--- config.mk ---
export PLATFORM = sky130hd
export DESIGN_NAME = keyboard_controller
export DESIGN_NICKNAME = d
export VERILOG_FILES = /design/src/rtl/kbd_pkg.sv /design/src/rtl/kbd_fifo.sv /design/src/rtl/keyboard_controller.sv
export SDC_FILE = /design/constraint.sdc
export NUM_CORES = 1
export LEC_CHECK = 0
export CORE_MARGIN = 5
export CORE_UTILIZATION = 40
export CTS_CLUSTER_DIAMETER = 60
export CTS_CLUSTER_SIZE = 20
export DETAILED_ROUTE_END_ITERATION = 10
export MAX_ROUTING_LAYER = met4
export PLACE_DENSITY = 0.71
export SETUP_SLACK_MARGIN = 0.4
export SKIP_CTS_REPAIR_TIMING = 1
export SYNTH_ARGS = -nofsm -noshare
export SYNTH_HDL_FRONTEND = slang
export SYNTH_HIERARCHICAL = 1
export SYNTH_SLANG_ARGS = --single-unit
--- constraint.sdc ---
create_clock -name Clk -period 8.1 [get_ports Clk]
set_clock_uncertainty 0.2 [all_clocks]
set_input_delay 1.62 -clock Clk [delete_from_list [all_inputs] [get_ports Clk]]
set_output_delay 1.62 -clock Clk [all_outputs]
set_load 0.02 [all_outputs]
--- src/rtl/kbd_pkg.sv ---
// Shared constants and types for the LC-3 keyboard controller:
// KBSR bit positions, bus addresses and the scan-code type.
package kbd_pkg;

  localparam int KBSR_READY = 15;
  localparam int KBSR_IE    = 14;
  localparam int KBSR_OVF   = 13;
  localparam int KBSR_FLUSH = 12;

  localparam logic [15:0] KBSR_ADDR = 16'hFE00;
  localparam logic [15:0] KBDR_ADDR = 16'hFE02;

  typedef logic [7:0] scancode_t;

endpackage

--- src/rtl/kbd_fifo.sv ---
// Synchronous scan-code FIFO with flush. A pop while empty and a push while
// full (with no pop) are ignored; flush overrides both.
module kbd_fifo
  import kbd_pkg::*;
#(
  parameter int  DEPTH = 8,
  localparam int CNT_W = $clog2(DEPTH) + 1
) (
  input  logic             clk,
  input  logic             rst_n,
  input  logic             push,
  input  logic             pop,
  input  logic             flush,
  input  scancode_t        din,
  output logic             full,
  output logic             empty,
  output logic [CNT_W-1:0] count,
  output scancode_t        head
);

  localparam int AW = $clog2(DEPTH);

  logic [AW-1:0]    wr_ptr_q, wr_ptr_d;
  logic [AW-1:0]    rd_ptr_q, rd_ptr_d;
  logic [CNT_W-1:0] count_q, count_d;
  logic             do_push, do_pop;
  scancode_t        mem [DEPTH];

  assign full  = (count_q == CNT_W'(DEPTH));
  assign empty = (count_q == '0);
  assign count = count_q;
  assign head  = mem[rd_ptr_q];

  // A full FIFO still accepts a push when a pop frees the slot in the same cycle.
  assign do_pop  = pop & ~empty & ~flush;
  assign do_push = push & ~flush & (~full | do_pop);

  always_comb begin
    wr_ptr_d = wr_ptr_q;
    rd_ptr_d = rd_ptr_q;
    count_d  = count_q;
    if (flush) begin
      wr_ptr_d = '0;
      rd_ptr_d = '0;
      count_d  = '0;
    end else begin
      if (do_push) wr_ptr_d = wr_ptr_q + 1'b1;
      if (do_pop)  rd_ptr_d = rd_ptr_q + 1'b1;
      count_d = count_q + CNT_W'(do_push) - CNT_W'(do_pop);
    end
  end

  // NOTE: sequential state uses non-blocking assignments so every flop samples pre-edge values.
  always_ff @(posedge clk or negedge rst_n) begin
    if (!rst_n) begin
      wr_ptr_q <= '0;
      rd_ptr_q <= '0;
      count_q  <= '0;
    end else begin
      wr_ptr_q <= wr_ptr_d;
      rd_ptr_q <= rd_ptr_d;
      count_q  <= count_d;
    end
  end

  // NOTE: storage is not reset; empty/count gate every read, so stale data is never visible.
  always_ff @(posedge clk) begin
    if (do_push) mem[wr_ptr_q] <= din;
  end

endmodule

--- src/rtl/keyboard_controller.sv ---
// LC-3 keyboard controller: edge-detects keypresses into a FIFO and exposes
// them through the KBSR/KBDR memory-mapped registers with an interrupt request.
module keyboard_controller
  import kbd_pkg::*;
#(
  parameter int  DEPTH = 8,
  localparam int CNT_W = $clog2(DEPTH) + 1
) (
  input  logic        Clk,
  input  logic        Reset_n,
  input  logic [7:0]  KeyCode,
  input  logic        KeyPress,
  input  logic        SelKBSR,
  input  logic        SelKBDR,
  input  logic        Rd,
  input  logic        Wr,
  input  logic [15:0] WrData,
  output logic [15:0] RdData,
  output logic        Irq
);

  logic             key_press_q, key_press_d;
  logic             ie_q, ie_d;
  logic             ovf_q, ovf_d;
  logic [15:0]      rd_data_q, rd_data_d;
  logic             irq_q, irq_d;

  logic             push_edge, rd_kbsr, rd_kbdr, wr_kbsr, flush;
  logic             fifo_full, fifo_empty;
  logic [CNT_W-1:0] fifo_count;
  scancode_t        fifo_head;
  logic [15:0]      kbsr_val;
  logic             unused_wr_bits;

  assign push_edge = KeyPress & ~key_press_q;
  // Status select has priority when both selects are asserted.
  assign rd_kbsr   = Rd & SelKBSR;
  assign rd_kbdr   = Rd & SelKBDR & ~SelKBSR;
  assign wr_kbsr   = Wr & SelKBSR;
  assign flush     = wr_kbsr & WrData[KBSR_FLUSH];

  assign unused_wr_bits = ^{WrData[15], WrData[11:0]};

  kbd_fifo #(.DEPTH(DEPTH)) u_fifo (
    .clk   (Clk),
    .rst_n (Reset_n),
    .push  (push_edge),
    .pop   (rd_kbdr),
    .flush (flush),
    .din   (KeyCode),
    .full  (fifo_full),
    .empty (fifo_empty),
    .count (fifo_count),
    .head  (fifo_head)
  );

  always_comb begin
    kbsr_val              = '0;
    kbsr_val[KBSR_READY]  = ~fifo_empty;
    kbsr_val[KBSR_IE]     = ie_q;
    kbsr_val[KBSR_OVF]    = ovf_q;
    kbsr_val[CNT_W-1:0]   = fifo_count;
  end

  // NOTE: every variable gets a default first so no path leaves it unassigned (no latches).
  always_comb begin
    key_press_d = KeyPress;
    ie_d        = ie_q;
    ovf_d       = ovf_q;
    rd_data_d   = '0;
    irq_d       = ie_q & ~fifo_empty;

    if (wr_kbsr) ie_d = WrData[KBSR_IE];
    if (wr_kbsr && WrData[KBSR_OVF]) ovf_d = 1'b0;
    // A dropped keypress outranks a same-cycle clear so the loss is never hidden.
    if (push_edge && fifo_full && !rd_kbdr && !flush) ovf_d = 1'b1;

    if (rd_kbsr)                     rd_data_d = kbsr_val;
    else if (rd_kbdr && !fifo_empty) rd_data_d = {8'h00, fifo_head};
  end

  always_ff @(posedge Clk or negedge Reset_n) begin
    if (!Reset_n) begin
      key_press_q <= 1'b0;
      ie_q        <= 1'b0;
      ovf_q       <= 1'b0;
      rd_data_q   <= '0;
      irq_q       <= 1'b0;
    end else begin
      key_press_q <= key_press_d;
      ie_q        <= ie_d;
      ovf_q       <= ovf_d;
      rd_data_q   <= rd_data_d;
      irq_q       <= irq_d;
    end
  end

  assign RdData = rd_data_q;
  assign Irq    = irq_q;

endmodule

==> results.json <==
{
  "yosysUniqueCellTypes": 45,
  "ant_nets": 0,
  "drive_gt1_share_pct": 14.55,
  "path_cells": "clkdlybuf4s50_1, nand3_1, inv_1, nor2_1, nand3_1, o311ai_0, ha_1, fa_1, xnor2_1, nor2_1",
  "synth_largest_area_cell": "edfxtp_1",
  "antenna_found_initial": 0,
  "period_needed_ns": 4.247,
  "cp_slowest_cell": "clkdlybuf4s50_1",
  "place_congestion": 0.7745,
  "synthAdderAreaFrac_pct": 2.787,
  "yosysWarnings": 6,
  "core-area_sq_um": 9328,
  "max_stage_delay_ns": 0.69,
  "wl_microns": 6807,
  "max_freq_mhz": 235.5,
  "synth_compound_gate_area_share_pct": 3.921,
  "drv_slew": 0,
  "clk_latency_ns": 0.35,
  "synthArstFlopShare_pct": 28.09,
  "synth_mux_area_share_pct": 13.61,
  "required_ns": 8.12,
  "synth_top_family_by_area": "multiplexers",
  "layout_commonest_cell": "edfxtp_1",
  "hold_ws_ns": 0.3071,
  "placed_area_sq_um": 4277,
  "row_count": 35,
  "io_buffers": 29,
  "clk_pin_slew_ns": 0.09,
  "final-hold-violation-count": 0,
  "synth_area_per_cell_sq_um": 16.86,
  "vias": 2038,
  "powerDensity_nw_per_um2": 263.8,
  "synth-edff-count": 64,
  "path_delay_family": "buffers and inverters",
  "cts_max_level": 3,
  "clock_sinks": 89,
  "setup_viol": 0,
  "path_buf_inv": 2,
  "hold_path.class": "reg -> reg",
  "grt.overflow.total": 0,
  "worst-path-stages": 10,
  "tightest_slew_ns": 1.091,
  "die_h_microns": 108.3,
  "wl_per_cell_microns": 17.15,
  "p_leak_uw": 0.001616,
  "final_nets": 302,
  "remaining_drc_errors": 0,
  "clockRootBuffer": "clkbuf_8",
  "synth_seq_cells": 89,
  "layout_common_cells": "64 x edfxtp_1, 29 x clkdlybuf4s50_1, 25 x dfrtp_1, 16 x mux4_1",
  "synthSimpleGateAreaFrac_pct": 9.300,
  "crit_fanout": 20,
  "cts_tree": "done",
  "num_antenna_cells": 0,
  "rsz0062_at_grt": "false",
  "dpl.hpwl_microns": 4539,
  "io_pins": 48,
  "via_per_inst": 5.134,
  "end_kind": "flip-flop",
  "first_iter_violations": 103,
  "syn_inst": 229,
  "whs_path_depth": 1,
  "grt_pass1_wl_microns": 10870,
  "die_w_microns": 108.3,
  "grt_pass1_vias": 2071,
  "firstDrtPassIters": 4,
  "stdcell_area_sq_um": 4474,
  "synthTopCellsByArea": "edfxtp_1 50%, dfrtp_1 16%, mux4_1 11%",
  "drv_cap": 0,
  "relSlewSlack_pct": 27.02,
  "criticalPathCategory": "in -> reg",
  "post-route-util_pct": 47.97,
  "setup_tns_ns": 0,
  "status": "finished clean",
  "start_kind": "input port",
  "die_area_sq_um": 11720,
  "cts_buffer_depth": 2,
  "synth_top_area_share_pct": 49.77,
  "synth_top_flop_cell": "edfxtp_1",
  "grt_usage_pct": 12.84,
  "cts-buffers-inserted": 9,
  "synthXorXnorAreaFrac_pct": 0.2268,
  "reg2regPathDepth": 9,
  "ir_drop_mv": 0.08816,
  "crit_arrival_ns": 4.27,
  "yosysSeqAreaShare_pct": 65.98,
  "grt_max_degree": 26,
  "start_util_pct": 41.40,
  "syn2layout_area_growth_pct": 15.88,
  "syn_area_sq_um": 3861,
  "finalCritPeriodShare_pct": 52.43
}
-- Yosys cell counts, drive strengths merged, types with 2 or more instances --
| cell | n |
|---|---|
| nor3 | 4 |
| nand2b | 4 |
| clkbuf | 6 |
| or3b | 2 |
| a31o | 2 |
| nand4b | 3 |
| a32o | 6 |
| dfrtp | 25 |
| mux4 | 16 |
| mux2 | 9 |
| nor2b | 6 |
| o21ai | 4 |
| and3 | 2 |
| ha | 7 |
| nor2 | 9 |
| nor4b | 3 |
| nand3 | 6 |
| o311ai | 2 |
| and2 | 5 |
| nand2 | 6 |
| edfxtp | 64 |
| a21oi | 2 |
| inv | 9 |
| nor4 | 2 |
| buf | 12 |
-- state kept, by name (all words and copies together), names as in the netlist --
| register | cells |
|---|---|
| RdData | 11 |
| u_fifo/rd_ptr_q | 3 |
| Irq | 1 |
| ie_q | 1 |
| u_fifo/wr_ptr_q | 3 |
| u_fifo/count | 4 |
| ovf_q | 1 |
| u_fifo/mem | 64 |
| key_press_q | 1 |
-- area by class of cell --
cell class / count / area (sq um)
well taps: 129 / 161.4
repair buffers: 37 / 350.3
clock inverters: 7 / 73.82
flip-flops and latches: 89 / 2547
clock buffers: 9 / 123.9
fillers: 772 / 4853
multi-input cells: 117 / 1184
inverters: 9 / 33.78
-- metal layers --
| metal | vias to the layer above | track usage (%) | part of all wire [%] | wire length, microns |
|---|---|---|---|---|
| met5 | - | - | 0 | 0 |
| met4 | 0 | 5.320 | 0.91 | 62 |
| met3 | 4 | 3.224 | 6.0 | 408 |
| met2 | 62 | 20.38 | 49 | 3335 |
| met1 | 1014 | 15.77 | 44 | 3000 |
| li1 | 958 | - | - | - |
-- worst paths after layout --
kind | start | endpoint | slack (ns)
worst max register to register | u_fifo/count[2] | u_fifo/count[2] | 5.34
min in group asynchronous | Reset_n | u_fifo/count[0] | 1.65
worst min-delay path | ovf_q | ovf_q | 0.31
worst min register to register | ovf_q | ovf_q | 0.31
worst max-delay path | SelKBSR | u_fifo/count[2] | 3.85
max in group asynchronous | Reset_n | RdData[6] | 5.39
-- per-stage QoR --
step           cells  power [uW]  worst slack (ns)
2_1_floorplan    233       820.2             4.154
3_5_place_dp     381       901.6             3.445
4_1_cts          397        1195             3.843
3_3_place_gp     381       890.4             3.460
6_report         397        1180             3.853
5_1_grt          397        1249             3.641
-- kinds of logic (layout without fill, tap and decap cells) --
kind of cell               Yosys count  count (layout)
muxes                               25              25
adders and majority gates            8               8
xor gates and xnor gates             1               1
buffers and inverters               27              62
AOI/OAI and AO/OA                   19              19
other                                1               5
and+or+nand+nor                     59              59
DFF                                 89              89
-- where the power goes --
part	switching (uW)	internal (uW)
clock	170	121
sequential	60.8	542
combinational	129	158
total	359	821
(Power assumes the default switching activity.)
==> RTL change 1, RTL diff (same settings) <==
`DEPTH` is set to 8 in 2 places; all go to 16.
--- a/src/rtl/kbd_fifo.sv
+++ b/src/rtl/kbd_fifo.sv
@@ -3,7 +3,7 @@
 module kbd_fifo
   import kbd_pkg::*;
 #(
-  parameter int  DEPTH = 8,
+  parameter int  DEPTH = 16,
   localparam int CNT_W = $clog2(DEPTH) + 1
 ) (
   input  logic             clk,
--- a/src/rtl/keyboard_controller.sv
+++ b/src/rtl/keyboard_controller.sv
@@ -3,7 +3,7 @@
 module keyboard_controller
   import kbd_pkg::*;
 #(
-  parameter int  DEPTH = 8,
+  parameter int  DEPTH = 16,
   localparam int CNT_W = $clog2(DEPTH) + 1
 ) (
   input  logic        Clk,
Function: no difference found for any inputs over 10 cycles, from zero or initial values and one cycle with Reset_n low; that may be too few to reach the edited logic, so the function may still have changed.
==> RTL change 1 against the original RTL <==
Worst hold slack got worse by 0.021 ns; sequential cell count increased by 67; clock power increased to 3.1 times the old value; count of clock-buffer cells in the layout increased by 10; sequential share of layout area increased by 2.7 points; area after synthesis increased by 66%; die area increased by 59%; first-iteration DRC count increased by 130%; total power increased by 100%; cell area increased by 70%; fmax decreased by 7.7%; wire length increased by 80%; setup slack got worse by 0.35 ns; largest cell class unchanged.
==> RTL change 1: results (changes against the original RTL) <==
stage,metric,value,unit,change
global_routing,grt_pass1_vias,3362,,was 2071
yosys,synth.yosys.seq_area_share,0.7092,,was 0.6598
place,portBuffers,29,,unchanged
timing,tightest_slew,1.103,ns,was 1.091 ns
min_path,worstHoldPathType,reg2reg,,unchanged
global_routing,antenna_found_initial,0,,unchanged
yosys,async_flop_share,0.1795,,was 0.2809
detailed_routing,drcViolationCount,0,,unchanged
worst_setup_path,startpoint,SelKBSR,,unchanged
finish,top_register,u_fifo/mem,,unchanged
finish,antenna_cells,0,,unchanged
detailed_routing,wl_per_cell,19.55,um,was 17.15 um
worst_setup_path,crit_arrival,4.74,ns,was 4.27 ns
place,dpl.cell_count,593,,was 381
detailed_routing,drtPass1Iterations,5,,was 4
global_routing,grt_pass1_wl,19.22,mm,was 10.87 mm
power_and_ir_drop,leakage,2.697,nW,was 1.616 nW
detailed_routing,postRouteWirelength,12.22,mm,was 6.807 mm
detailed_routing,drt_iter0_markers,235,,was 103
detailed_routing,vias,3311,,was 2038
place,dp_hpwl,7.476,mm,was 4.539 mm
min_path,worstHoldStart,ovf_q,,unchanged
clock_network,root_buffer,clkbuf_16,,was clkbuf_8
yosys,synth_cell_type_count,44,,was 45
clock_network,cts_max_level,4,,was 3
yosys,ys.flop_type,edfxtp_1,,unchanged
power_and_ir_drop,vdd_drop_max,0.1797,mV,was 0.08816 mV
worst_setup_path,path_delay_family,compound AO/OA/AOI/OAI gates,,was buffers and inverters
global_routing,grt_max_degree,36,,was 26
worst_setup_path,cpPeakStageDelay,0.65,ns,was 0.69 ns
yosys,synth_area_leaders,"edfxtp_1, dfrtp_1, mux4_2",,"was edfxtp_1, dfrtp_1, mux4_1"
clock_network,clk_path_buf_depth,2,,unchanged
outcome,status,"finished, final reports clean",,unchanged
clock_network,clock_latency,0.43,ns,was 0.35 ns
worst_setup_path,r2r-start,u_fifo/count[3],,was u_fifo/count[2]
finish,drive_gt1_frac,0.1809,,was 0.1455
yosys,yosys_warnings,6,,unchanged
yosys,synth-edff-count,128,,was 64
worst_setup_path,critPathMaxFanout,19,,was 20
clock_network,cts_buffers,17,,was 9
global_routing,grt.total_usage,0.1463,,was 0.1284
clock_network,path_clk_slew,0.06,ns,was 0.09 ns
worst_setup_path,critical_path.slowest_cell,o21ai_2,,was clkdlybuf4s50_1
finish,largest_reg_flops,128,,was 64
yosys,syn_avg_cell_area,18.31,um2,was 16.86 um2
finish,nets,438,,was 302
yosys,synthTopCellsByCount,"edfxtp_1, dfrtp_1, mux4_2",,"was edfxtp_1, dfrtp_1, mux4_1"
power_and_ir_drop,switching_share,0.2638,,was 0.3043
place,gp_congestion,0.7726,,was 0.7745
RTL change 1: cells by family after synthesis:
logic type | share of synthesized area
fa+ha+maj | 0.02265
simple gates | 0.06346
flops | 0.7092
xor+xnor | 0.01230
other cells | 0.0005853
mux | 0.1222
compound gates | 0.03632
buf+inv | 0.03320
RTL change 1: final cells by class:
| type | instances | area (um2) |
|---|---|---|
| fill | 1300 | 8207 |
| sequential | 156 | 4546 |
| clock inverter | 13 | 237.7 |
| inverter | 9 | 33.78 |
| clock buffer | 19 | 442.9 |
| timing repair buffer | 47 | 425.4 |
| multi-input combinational | 165 | 1665 |
| tap | 216 | 270.3 |
RTL change 1: per-stage QoR:
| stage | instance area, um2 | util | power, mW | setup WS, ns |
|---|---|---|---|---|
| floorplan | 6422 | - | 1.382 | 4.177 |
| global placement | 6940 | 0.4385 | 1.489 | 3.176 |
| detailed placement | 6940 | 0.4385 | 1.511 | 3.063 |
| CTS | 7621 | 0.4815 | 2.423 | 3.523 |
| global route | 7621 | 0.4815 | 2.506 | 3.238 |
| finish | 7621 | 0.4815 | 2.396 | 3.500 |
RTL change 1: worst paths after layout:
path                                 endpoint  slack (ns)  cells after the start
min reg2reg                             ovf_q        0.29                      1
max in group asynchronous  u_fifo/rd_ptr_q[0]        6.05                      2
max reg2reg                   u_fifo/count[4]        4.62                     11
min in group asynchronous           RdData[1]        1.37                      2
min                                     ovf_q        0.29                      1
max                           u_fifo/count[4]        3.50                     11
RTL change 1: worst register-to-register path, delay by kind of cell (launching register included):
kind / cells / cell delay, ns
AOI/OAI and AO/OA: 4 / 1.20
and+or+nand+nor: 3 / 0.62
adders and majority gates: 3 / 0.87
DFF: 1 / 0.41
buffers and inverters: 1 / 0.10
RTL change 1: layer usage:
layer,wire [um],part of all wire,global-route usage
met1,5109,0.42,0.1851
met2,6256,0.51,0.2248
met3,610,0.050,0.04154
met4,243,0.020,0.05767
met5,0,0,-
RTL change 1: power groups by stage:
| stage | clock network, mW | registers (mW) | logic (mW) |
|---|---|---|---|
| finish | 0.904 | 1.01 | 0.487 |
| global route | 0.955 | 1.02 | 0.531 |
| CTS | 0.922 | 1.01 | 0.491 |
| detailed placement | 0 | 1.02 | 0.486 |
| global placement | 0 | 1.02 | 0.469 |
| floorplan | 0 | 0.980 | 0.402 |
==> RTL change 2, RTL diff (same settings) <==
Made on the original files. One comparison of `count_q` changes from == to >=.
--- a/src/rtl/kbd_fifo.sv
+++ b/src/rtl/kbd_fifo.sv
@@ -26,7 +26,7 @@
   logic             do_push, do_pop;
   scancode_t        mem [DEPTH];
 
-  assign full  = (count_q == CNT_W'(DEPTH));
+  assign full  = (count_q >= CNT_W'(DEPTH));
   assign empty = (count_q == '0);
   assign count = count_q;
   assign head  = mem[rd_ptr_q];
Behaviour: no difference found for any inputs over 10 cycles, from zero or initial values and one cycle with Reset_n low; that may be too few to reach the edited logic, so the function may still have changed.
==> RTL change 2 against the original RTL <==
Cell area decreased by 4.4%; wire length fell by 3.2%; synthesized cell count fell by 6.6%; critical path depth down 2; setup slack lost 0.31 ns; utilization decreased by 1.5 points; total power barely moved; area after synthesis decreased by 2.9%; sequential cell count did not move.
==> RTL change 2: results (changes against the original RTL) <==
stage,metric,value,unit,change
outcome,status,"finished, final reports clean",,unchanged
clock_network,path_clk_slew,0.09,ns,about the same
finish,fillers,791,,was 772
yosys,synth-edff-count,64,,unchanged
finish,nets,286,,was 302
detailed_routing,drt_iter0_markers,96,,was 103
place,gp_congestion,0.7254,,was 0.7745
detailed_routing,vias,1918,,was 2038
power_and_ir_drop,leakage,1.560,nW,was 1.616 nW
clock_network,cts_buffers,9,,unchanged
worst_setup_path,critPathMaxFanout,12,,was 20
yosys,synth_cell_type_count,38,,was 45
place,dp_hpwl,4.312,mm,was 4.539 mm
place,portBuffers,29,,unchanged
clock_network,clock_latency,0.34,ns,
worst_setup_path,crit_arrival,4.42,ns,was 4.27 ns
global_routing,grt_pass1_wl,10.63,mm,was 10.87 mm
min_path,worstHoldPathType,reg2reg,,unchanged
yosys,synth_area_leaders,"edfxtp_1, dfrtp_1, mux4_1",,unchanged
power_and_ir_drop,p_sw,0.3536,mW,was 0.3591 mW
place,place_ws,3.242,ns,was 3.445 ns
power_and_ir_drop,vdd_drop_max,0.1180,mV,was 0.08816 mV
clock_network,root_buffer,clkbuf_8,,unchanged
finish,antenna_cells,0,,unchanged
yosys,synth.yosys.seq_area_share,0.6796,,was 0.6598
global_routing,antenna_found_initial,0,,unchanged
detailed_routing,drtPass1Iterations,4,,unchanged
place,dpl.cell_count,347,,was 381
clock_network,cts_max_level,3,,unchanged
yosys,async_flop_share,0.2809,,unchanged
global_routing,grt_max_degree,26,,unchanged
timing,slew_headroom,0.2524,,was 0.2702
timing,setup_violations,0,,unchanged
worst_setup_path,cpPeakStageDelay,0.70,ns,
finish,top_register,u_fifo/mem,,unchanged
yosys,ys.flop_type,edfxtp_1,,unchanged
yosys,synthTopCellsByCount,"edfxtp_1, dfrtp_1, mux4_1",,unchanged
detailed_routing,viasPerCell,5.284,,was 5.134
global_routing,grt.total_usage,0.1276,,was 0.1284
yosys,yosys_warnings,6,,unchanged
finish,drive_gt1_frac,0.1111,,was 0.1455
yosys,syn_avg_cell_area,17.52,um2,was 16.86 um2
clock_network,clk_path_buf_depth,2,,unchanged
detailed_routing,wl_per_cell,18.15,um,was 17.15 um
finish,largest_reg_flops,64,,unchanged
worst_setup_path,critical_path.slowest_cell,nor3_1,,was clkdlybuf4s50_1
[RTL change 2: cell types whose count changed in the layout (fill, tap and decap cells not counted), moves of 3 or more]
| cell | before | now |
|---|---|---|
| nor2_1 | 9 | 14 |
| nand2_1 | 6 | 9 |
| buf_4 | 8 | 2 |
| inv_8 | 3 | 0 |
[RTL change 2: kinds of logic (layout without fill, tap and decap cells)]
family,count (synthesis),count (layout),synth area share
other,1,5,0.001000
XOR/XNOR,4,4,0.009348
flip-flops,89,89,0.6796
buffers and inverters,20,54,0.03471
AND/OR/NAND/NOR,54,54,0.07877
AO/OA/AOI/OAI,13,13,0.02771
adder cells (fa/ha/maj),8,8,0.02870
multiplexers,25,25,0.1402
[RTL change 2: path summary, 6_finish.rpt]
check	depth (start not counted)	to	start	slack, ns
hold / removal	1	ovf_q	ovf_q	0.32
max in group asynchronous	1	u_fifo/wr_ptr_q[2]	Reset_n	5.36
min in group asynchronous	1	key_press_q	Reset_n	1.67
setup reg to reg	6	u_fifo/mem[1][1]	u_fifo/count[2]	5.24
setup / recovery	8	u_fifo/mem[1][1]	SelKBSR	3.54
hold reg to reg	1	ovf_q	ovf_q	0.32
[RTL change 2: cell type report]
class	count	area share
multi-input cells	109	0.2540
inverters	7	0.006146
clock inverters	5	0.009365
repair buffers	31	0.07141
clock buffers	11	0.03073
well taps	111	0.03248
flip-flops and latches	89	0.5958
[RTL change 2: per-stage QoR]
stage                       util  power, mW  cell area [um2]
after floorplan                -     0.8393             3764
after global placement    0.4463     0.9118             4104
after detailed placement  0.4463     0.9237             4104
after CTS                 0.4649      1.191             4275
after global routing      0.4649      1.249             4275
final                     0.4649      1.180             4275
[RTL change 2: worst max-delay path: cells and delay by family]
kind	cells	cell delay (ns)
simple gates	4	1.32
buf+inv	3	1.04
compound gates	1	0.43
[RTL change 2: power by group through the flow]
| stage | Clock [mW] | Combinational, mW | Sequential (mW) |
|---|---|---|---|
| 2_1_floorplan | 0 | 0.252 | 0.588 |
| 5_1_grt | 0.297 | 0.333 | 0.619 |
| 6_report | 0.267 | 0.304 | 0.609 |
| 3_3_place_gp | 0 | 0.294 | 0.617 |
| 4_1_cts | 0.276 | 0.305 | 0.610 |
| 3_5_place_dp | 0 | 0.303 | 0.620 |
[RTL change 2: layer usage]
metal,wire (um),vias up,GRT usage
li1,-,882,-
met3,340,9,0.02769
met1,2970,973,0.1605
met2,3182,54,0.2050
met5,0,-,-
met4,97,0,0.04658
